==> config.mk <==
export PLATFORM = sky130hd
export DESIGN_NAME = player_id_matcher
export DESIGN_NICKNAME = d
export VERILOG_FILES = /design/src/rtl/player_id_matcher.sv
export SDC_FILE = /design/constraint.sdc
export NUM_CORES = 1
export LEC_CHECK = 0
export ABC_AREA = 1
export CORE_ASPECT_RATIO = 0.6
export CORE_UTILIZATION = 49
export DETAILED_ROUTE_END_ITERATION = 10
export PLACE_DENSITY = 0.81
export SLEW_MARGIN = 10
export SYNTH_ARGS = -nofsm -noshare
export SYNTH_HDL_FRONTEND = slang
export SYNTH_SLANG_ARGS = --single-unit
==> constraint.sdc <==
create_clock -name clk -period 2 [get_ports clk]
set_input_delay 0.2 -clock clk [delete_from_list [all_inputs] [get_ports clk]]
set_output_delay 0.2 -clock clk [all_outputs]
set_load 0.01 [all_outputs]
==> src/rtl/player_id_matcher.sv <==
// Sequential lookup of a player ID in a synchronous ROM of player IDs, reporting found/slot.
// Optional miss counter port is enabled with `define PLAYER_ID_MATCHER_MISS_COUNT_EN.
module player_id_matcher #(
    parameter int                 ADDR_W      = 5,
    parameter int                 DATA_W      = 16,
    parameter int                 ROM_DEPTH   = 32,
    parameter int                 ROM_LATENCY = 1,
    parameter logic [DATA_W-1:0]  EMPTY_CODE  = 16'h0000
) (
    input  logic              clk,
    input  logic              rst,
    input  logic              start,
    input  logic [DATA_W-1:0] id_in,
    output logic [ADDR_W-1:0] rom_addr,
    input  logic [DATA_W-1:0] rom_q,
    output logic              busy,
    output logic              done,
    output logic              found,
    output logic [ADDR_W-1:0] player_idx
`ifdef PLAYER_ID_MATCHER_MISS_COUNT_EN
    ,
    output logic [7:0]        miss_count
`endif
);

    localparam int                WAIT_W    = (ROM_LATENCY > 1) ? $clog2(ROM_LATENCY) : 1;
    localparam logic [WAIT_W-1:0] LAST_WAIT = WAIT_W'(ROM_LATENCY - 1);
    localparam logic [ADDR_W-1:0] LAST_ADDR = ADDR_W'(ROM_DEPTH - 1);

    typedef enum logic [1:0] {
        S_IDLE  = 2'd0,
        S_WAIT  = 2'd1,
        S_CHECK = 2'd2,
        S_DONE  = 2'd3
    } state_t;

    state_t              state_r;
    logic [DATA_W-1:0]   id_r;
    logic [WAIT_W-1:0]   wait_cnt_r;

    // Lookup FSM: all outputs are registered; done is high only while in S_DONE.
    always_ff @(posedge clk) begin
        if (rst) begin
            state_r    <= S_IDLE;
            id_r       <= '0;
            wait_cnt_r <= '0;
            rom_addr   <= '0;
            busy       <= 1'b0;
            done       <= 1'b0;
            found      <= 1'b0;
            player_idx <= '0;
`ifdef PLAYER_ID_MATCHER_MISS_COUNT_EN
            miss_count <= 8'h00;
`endif
        end else begin
            done <= 1'b0;
            case (state_r)
                S_IDLE: begin
                    if (start) begin
                        found      <= 1'b0;
                        player_idx <= '0;
                        if (id_in != EMPTY_CODE) begin
                            id_r       <= id_in;
                            rom_addr   <= '0;
                            wait_cnt_r <= '0;
                            busy       <= 1'b1;
                            state_r    <= S_WAIT;
                        end else begin
                            // The empty code can never be a valid player: reject without scanning.
                            done    <= 1'b1;
                            state_r <= S_DONE;
                        end
                    end
                end
                S_WAIT: begin
                    wait_cnt_r <= wait_cnt_r + WAIT_W'(1);
                    if (wait_cnt_r == LAST_WAIT) begin
                        state_r <= S_CHECK;
                    end
                end
                S_CHECK: begin
                    if (rom_q == id_r) begin
                        found      <= 1'b1;
                        player_idx <= rom_addr;
                        busy       <= 1'b0;
                        done       <= 1'b1;
                        state_r    <= S_DONE;
                    end else if ((rom_q == EMPTY_CODE) || (rom_addr == LAST_ADDR)) begin
                        found   <= 1'b0;
                        busy    <= 1'b0;
                        done    <= 1'b1;
                        state_r <= S_DONE;
                    end else begin
                        rom_addr   <= rom_addr + ADDR_W'(1);
                        wait_cnt_r <= '0;
                        state_r    <= S_WAIT;
                    end
                end
                S_DONE: begin
                    busy     <= 1'b0;
                    rom_addr <= '0;
                    state_r  <= S_IDLE;
`ifdef PLAYER_ID_MATCHER_MISS_COUNT_EN
                    if (!found && (miss_count != 8'hFF)) begin
                        miss_count <= miss_count + 8'h01;
                    end
`endif
                end
                default: begin
                    busy     <= 1'b0;
                    rom_addr <= '0;
                    state_r  <= S_IDLE;
                end
            endcase
        end
    end

endmodule

==> impl_metrics.py, run 1 <==
metrics = {
    "synthesis": {
        "synth.top_cells.by_count": "78 x nand2_1, 50 x inv_1, 41 x nor2_1, 32 x dfxtp_1, 20 x a21oi_1",
        "synth_edf_count": 0,
        "synthTopCellsByArea": "dfxtp_1 33%, nand2_1 15%, inv_1 9.7%",
        "ys_ff_latch": 32,
        "synth_cell_types": 27,
        "ys_seq_area_share_pct": 33.2,
        "yosysMostFrequentCell": "nand2_1",
        "async_flop_share_pct": 0,
        "ys.flop_type": "dfxtp_1",
        "synth_area_um2": 1930,
        "synth_top_area_share_pct": 33.2,
        "synth_nets": 337,
        "syn_avg_cell_area_um2": 6.42,
        "synth_cells": 300,
        "yosys.area.top_type": "dfxtp_1",
        "yosys_warnings": 0,
    },
    "sta": {
        "fmax_ghz": 0.569,
        "period_needed_ns": 1.76,
        "slew_viol_final": 0,
        "relSlewSlack_pct": 78.5,
        "finalSetupViolCount": 0,
        "rsz0062_at_grt": "no",
        "worst_slew_pin_slew_ns": 0.322,
        "hold_viol": 0,
        "fin_skew_ns": 0.00470,
        "fin_crit_sh_pct": 87.9,
        "setup_tns_ns": 0,
    },
    "global_routing": {
        "grt_pass1_wl_um": 8050,
        "met2_usage_pct": 36.3,
        "grt_pass1_vias": 1822,
        "grt-ovfl-total": 0,
        "met3_usage_pct": 6.09,
        "grt_busiest_layer": "met2",
        "grt_use_met1_pct": 34.2,
        "grt_max_degree": 21,
        "grtUsageTotal_pct": 24.6,
        "antenna_found_initial": 0,
    },
    "die": {
        "die_w_um": 83.0,
        "die_area_um2": 4200,
        "die_h_um": 50.6,
        "io_pins": 48,
        "start_util_pct": 51.8,
        "rows": 17,
        "design.core.area_um2": 3720,
    },
    "final_layout": {
        "drive_gt1_share_pct": 11.3,
        "antenna_cells": 0,
        "nNetsFinal": 390,
        "layout-area-overhead-vs-synth_pct": 32.2,
        "instances_no_fill": 401,
        "fillers": 322,
    },
    "hold_path": {
        "min_to": "id_r[8]$_SDFFE_PP0P_",
        "hold_class": "register to register",
        "worstHoldPathCells": 2,
        "hp-start": "id_r[8]$_SDFFE_PP0P_",
    },
    "clock_tree": {
        "cts_setup_buffers": 0,
        "htreeDepth": 2,
        "clockRootBuffer": "clkbuf_8",
        "cts_inserted_buffers": 5,
        "cts_buffer_depth": 2,
        "clock_sinks": 32,
        "cts_resized": 0,
        "cts_tree": "built",
        "cts.clk_slew.worst_paths_ns": 0.06,
        "hold_buffers": 0,
        "clk_latency_ns": 0.28,
    },
    "worst_setup_path": {
        "regToRegSetupSlack_ns": 0.24,
        "start_kind": "register",
        "critical_path.cell_chain": "ha_1 > nand2_1 > nor2_1 > ha_1 > inv_1 > nand2_1 > nand2_1 > nand2_1 > o21ai_0 > inv_1",
        "critPathKind": "register to register",
        "worstRegToRegCells": 10,
        "slowest_stage": "dfxtp_1",
        "reg2reg_to": "state_r[1]$_SDFFE_PP0P_",
        "arrival_ns": 1.93,
        "endpoint_kind": "register",
        "cpMostUsedCell": "nand2_1",
        "cpPeakStageDelay_ns": 0.35,
        "critical_path.max_fanout": 9,
        "worstReg2RegStart": "rom_addr[1]$_SDFFE_PP0P_",
        "critPathLaunch": "rom_addr[1]$_SDFFE_PP0P_",
        "required_ns": 2.17,
    },
    "power_and_ir_drop": {
        "leakage_nw": 1.21,
        "peakVddDrop_mv": 0.464,
        "p_per_area_nw_per_um2": 679,
    },
    "drt": {
        "first_pass_iters": 5,
        "wl_per_cell_um": 11.7,
        "drtIter0Drc": 119,
        "antenna_left": 0,
        "drc_errors": 0,
        "vias_per_cell": 4.86,
        "wl_um": 4690,
        "via_count": 1947,
    },
    "job": {
        "maxCapViolCount": 0,
    },
    "place": {
        "port_buffers": 47,
        "dp_hpwl_um": 3690,
        "globalplace.congestion": 0.864,
        "placed_cells": 393,
    },
    "outcome": {
        "outcome": "finished clean",
    },
}
## worst max-delay path, delay by kind of cell (launching register included)
family | cells | cell delay (ns)
AOI/OAI and AO/OA | 1 | 0.22
DFF | 1 | 0.35
and+or+nand+nor | 5 | 0.55
buffers and inverters | 2 | 0.14
adders and majority gates | 2 | 0.40
## report_power, final
part,switching [mW],internal [mW]
Combinational,0.266,0.221
Clock,0.222,0.280
Sequential,0.0391,0.700
## logic make-up after synthesis
group	count (synthesis)	synth area share, %
buf+inv	59	12.1
simple gates	161	40.9
xor+xnor	1	0.455
compound gates	45	11.9
flops	32	33.2
fa+ha+maj	2	1.30
## worst max-delay path by stage
stage / endpoint / depth (start not counted)
floorplan: rom_addr[1]$_SDFFE_PP0P_ / 11
global placement: rom_addr[2]$_SDFFE_PP0P_ / 11
detailed placement: player_idx[0]$_SDFFE_PP0P_ / 12
CTS: state_r[1]$_SDFFE_PP0P_ / 10
global route: state_r[1]$_SDFFE_PP0P_ / 10
finish: state_r[1]$_SDFFE_PP0P_ / 10
## cell type report
class                      count  area [um2]  share of cell area [%]
inverter                      54         205                    8.06
clock buffer                   8        90.1                    3.54
multi-input combinational    209        1050                    41.3
timing repair buffer          51         500                    19.6
tap                           47        58.8                    2.31
sequential                    32         641                    25.1
## through the flow
stage	area [um2]	util (%)	hold slack, ns	power [mW]	worst slack [ns]
2_1_floorplan	1930	-	0.269	1.05	0.448
3_3_place_gp	2460	66.0	0.446	1.22	0.191
3_5_place_dp	2460	66.0	0.447	1.24	0.135
4_1_cts	2550	68.4	0.458	1.75	0.260
5_1_grt	2550	68.4	0.484	1.84	0.151
6_report	2550	68.4	0.459	1.73	0.242
## state kept, by name, summed over array words and instances (netlist names)
name	cells
rom_addr	5
found	1
wait_cnt_r	1
player_idx	5
id_r	16
busy	1
done	1
state_r	2
## per-layer routing
metal,vias to the layer above,share of wire [%]
li1,1027,-
met1,850,51
met2,66,42
met3,4,6.4
met4,0,0.85
met5,-,0
## layout by cell type, fill, tap and decap left out
cell type	n
nor2_4	5
clkbuf_8	6
o21ai_0	14
nand3_1	8
nand4_1	6
nor2_8	1
nand3_4	2
nor2_2	12
buf_4	4
xor2_1	1
a21oi_1	20
clkdlybuf4s50_1	47
ha_1	2
o31ai_1	1
nand2_4	3
nand2_2	3
inv_2	2
inv_4	1
nor2_1	41
inv_1	50
clkbuf_1	2
clkinv_1	1
nor3_1	1
nand2_1	78
dfxtp_1	32
o21a_1	1
o21ai_1	9
nand3b_4	1
No activity file was read; power rests on OpenSTA's default activity.
==> inputs of run 2 (changes only) <==
==> constraint.sdc (replaced) <==
create_clock -name clk -period 2 [get_ports clk]
set_input_delay 0.4 -clock clk [delete_from_list [all_inputs] [get_ports clk]]
set_output_delay 0.4 -clock clk [all_outputs]
set_load 0.01 [all_outputs]
==> run 2 against run 1 <==
Net effect: register-to-register slack about the same; core utilization increased by 0.91 points; design area increased by 1.3%; routed wire length decreased by 4.4%; die area unchanged; count of clock-buffer cells in the layout decreased by 1; sequential power about the same.
==> impl_metrics.py, run 2 (same netlist as run 1, synthesis figures left out) <==
metrics = {
    "final_layout": {
        "instances_no_fill": 402,
        "fin_util_pct": 69.3,
        "drive_gt1_share_pct": 12.1,
        "top_register": "id_r",
        "nNetsFinal": 392,
        "design_area_um2": 2580,
        "layout-area-overhead-vs-synth_pct": 34.0,
        "antenna_cells": 0,
        "layout_common_cells": "78 x nand2_1, 50 x inv_1, 47 x clkdlybuf4s50_1",
        "reg.largest.list": "id_r x16, player_idx x5, rom_addr x5",
        "layout_commonest_cell": "nand2_1",
        "largest_reg_flops": 16,
    },
    "sta": {
        "setup_tns_ns": 0,
        "fmax_ghz": 0.567,
        "fin_crit_sh_pct": 88.2,
        "fin_skew_ns": 0.00363,
        "worst_slew_pin_slew_ns": 0.355,
        "fin_ws_ns": 0.237,
        "relSlewSlack_pct": 76.3,
        "period_needed_ns": 1.76,
        "hold_viol": 0,
        "rsz0062_at_grt": "no",
        "hold_ws_ns": 0.469,
        "slew_viol_final": 0,
        "finalSetupViolCount": 0,
    },
    "drt": {
        "wl_um": 4490,
        "via_count": 1930,
        "wl_per_cell_um": 11.2,
        "first_pass_iters": 4,
        "drtIter0Drc": 98,
        "antenna_left": 0,
        "vias_per_cell": 4.80,
        "drc_errors": 0,
    },
    "worst_setup_path": {
        "critical_path.max_fanout": 9,
        "arrival_ns": 1.94,
        "required_ns": 2.18,
        "start_kind": "register",
        "critPathKind": "register to register",
        "cpMostUsedCell": "nand2_1",
        "endpoint_kind": "register",
        "cpPeakStageDelay_ns": 0.34,
        "critical_path.cell_chain": "ha_1 > nand2_1 > nor2_1 > ha_1 > inv_1 > nand2_1 > nand2_1 > nand2_1 > o21ai_0 > inv_1",
        "path_delay_family": "simple AND/OR/NAND/NOR gates",
        "slowest_stage": "dfxtp_1",
        "path_buf_inv": 2,
        "regToRegSetupSlack_ns": 0.24,
    },
    "job": {
        "maxCapViolCount": 0,
    },
    "place": {
        "dp_hpwl_um": 3550,
        "globalplace.congestion": 0.847,
        "port_buffers": 47,
        "placed_cells": 395,
        "post-place-ws_ns": -0.0227,
        "placed_area_um2": 2480,
    },
    "clock_tree": {
        "cts.clk_slew.worst_paths_ns": 0.06,
        "cts_tree": "built",
        "clockRootBuffer": "clkbuf_8",
        "cts_buffer_depth": 2,
        "htreeDepth": 2,
        "clk_latency_ns": 0.29,
        "hold_buffers": 0,
        "clock_sinks": 32,
        "cts_setup_buffers": 0,
        "cts_inserted_buffers": 5,
        "cts_resized": 0,
    },
    "power_and_ir_drop": {
        "p_per_area_nw_per_um2": 683,
        "peakVddDrop_mv": 0.372,
        "leakage_nw": 1.23,
        "power.total_mw": 1.76,
    },
    "global_routing": {
        "grt-ovfl-total": 0,
        "grt_pass1_wl_um": 7900,
        "grt_pass1_vias": 1791,
        "grt_max_degree": 32,
        "antenna_found_initial": 0,
        "grtUsageTotal_pct": 24.2,
    },
    "die": {
        "die_w_um": 83.0,
        "rows": 17,
        "start_util_pct": 51.8,
        "die_area_um2": 4200,
        "io_pins": 48,
        "die_h_um": 50.6,
        "design.core.area_um2": 3720,
    },
    "outcome": {
        "outcome": "finished clean",
    },
    "hold_path": {
        "hold_class": "register to register",
    },
}
run 2: cell count changes in the layout (fill, tap and decap cells not counted), sizes merged:
cell    previous run  this run
buf                4         6
clkbuf             8         7
run 2: layout make-up:
type	instances	area, um2
flip-flops and latches	32	641
inverters	54	205
well taps	47	58.8
clock buffers	7	96.3
repair buffers	53	528
multi-input cells	209	1050
fillers	332	1140
run 2: report_power, final:
group	switching (mW)	internal (mW)	total, mW
clock	0.228	0.306	0.534
combinational	0.263	0.226	0.489
sequential	0.0386	0.700	0.739
total	0.530	1.23	1.76
run 2: worst reg2reg max path, stage by stage (launching register included):
cell	delay (ns)
dfxtp_1	0.34
ha_1	0.23
nand2_1	0.08
nor2_1	0.04
ha_1	0.17
inv_1	0.07
nand2_1	0.07
nand2_1	0.28
nand2_1	0.13
o21ai_0	0.20
inv_1	0.05
run 2: metal layers:
| layer | vias to the layer above | track usage [%] | part of all wire, % |
|---|---|---|---|
| met4 | 0 | 8.62 | 1.6 |
| met5 | - | 0 | 0 |
| li1 | 1029 | - | - |
| met1 | 827 | 34.1 | 54 |
| met2 | 64 | 35.5 | 38 |
| met3 | 10 | 6.25 | 6.6 |
run 2: path summary, 6_finish.rpt:
path	start	end	depth (start not counted)
min reg2reg	id_r[13]$_SDFFE_PP0P_	id_r[13]$_SDFFE_PP0P_	2
min	id_r[13]$_SDFFE_PP0P_	id_r[13]$_SDFFE_PP0P_	2
max reg2reg	rom_addr[0]$_SDFFE_PP0P_	done$_SDFF_PP0_	10
max	rom_addr[0]$_SDFFE_PP0P_	done$_SDFF_PP0_	10
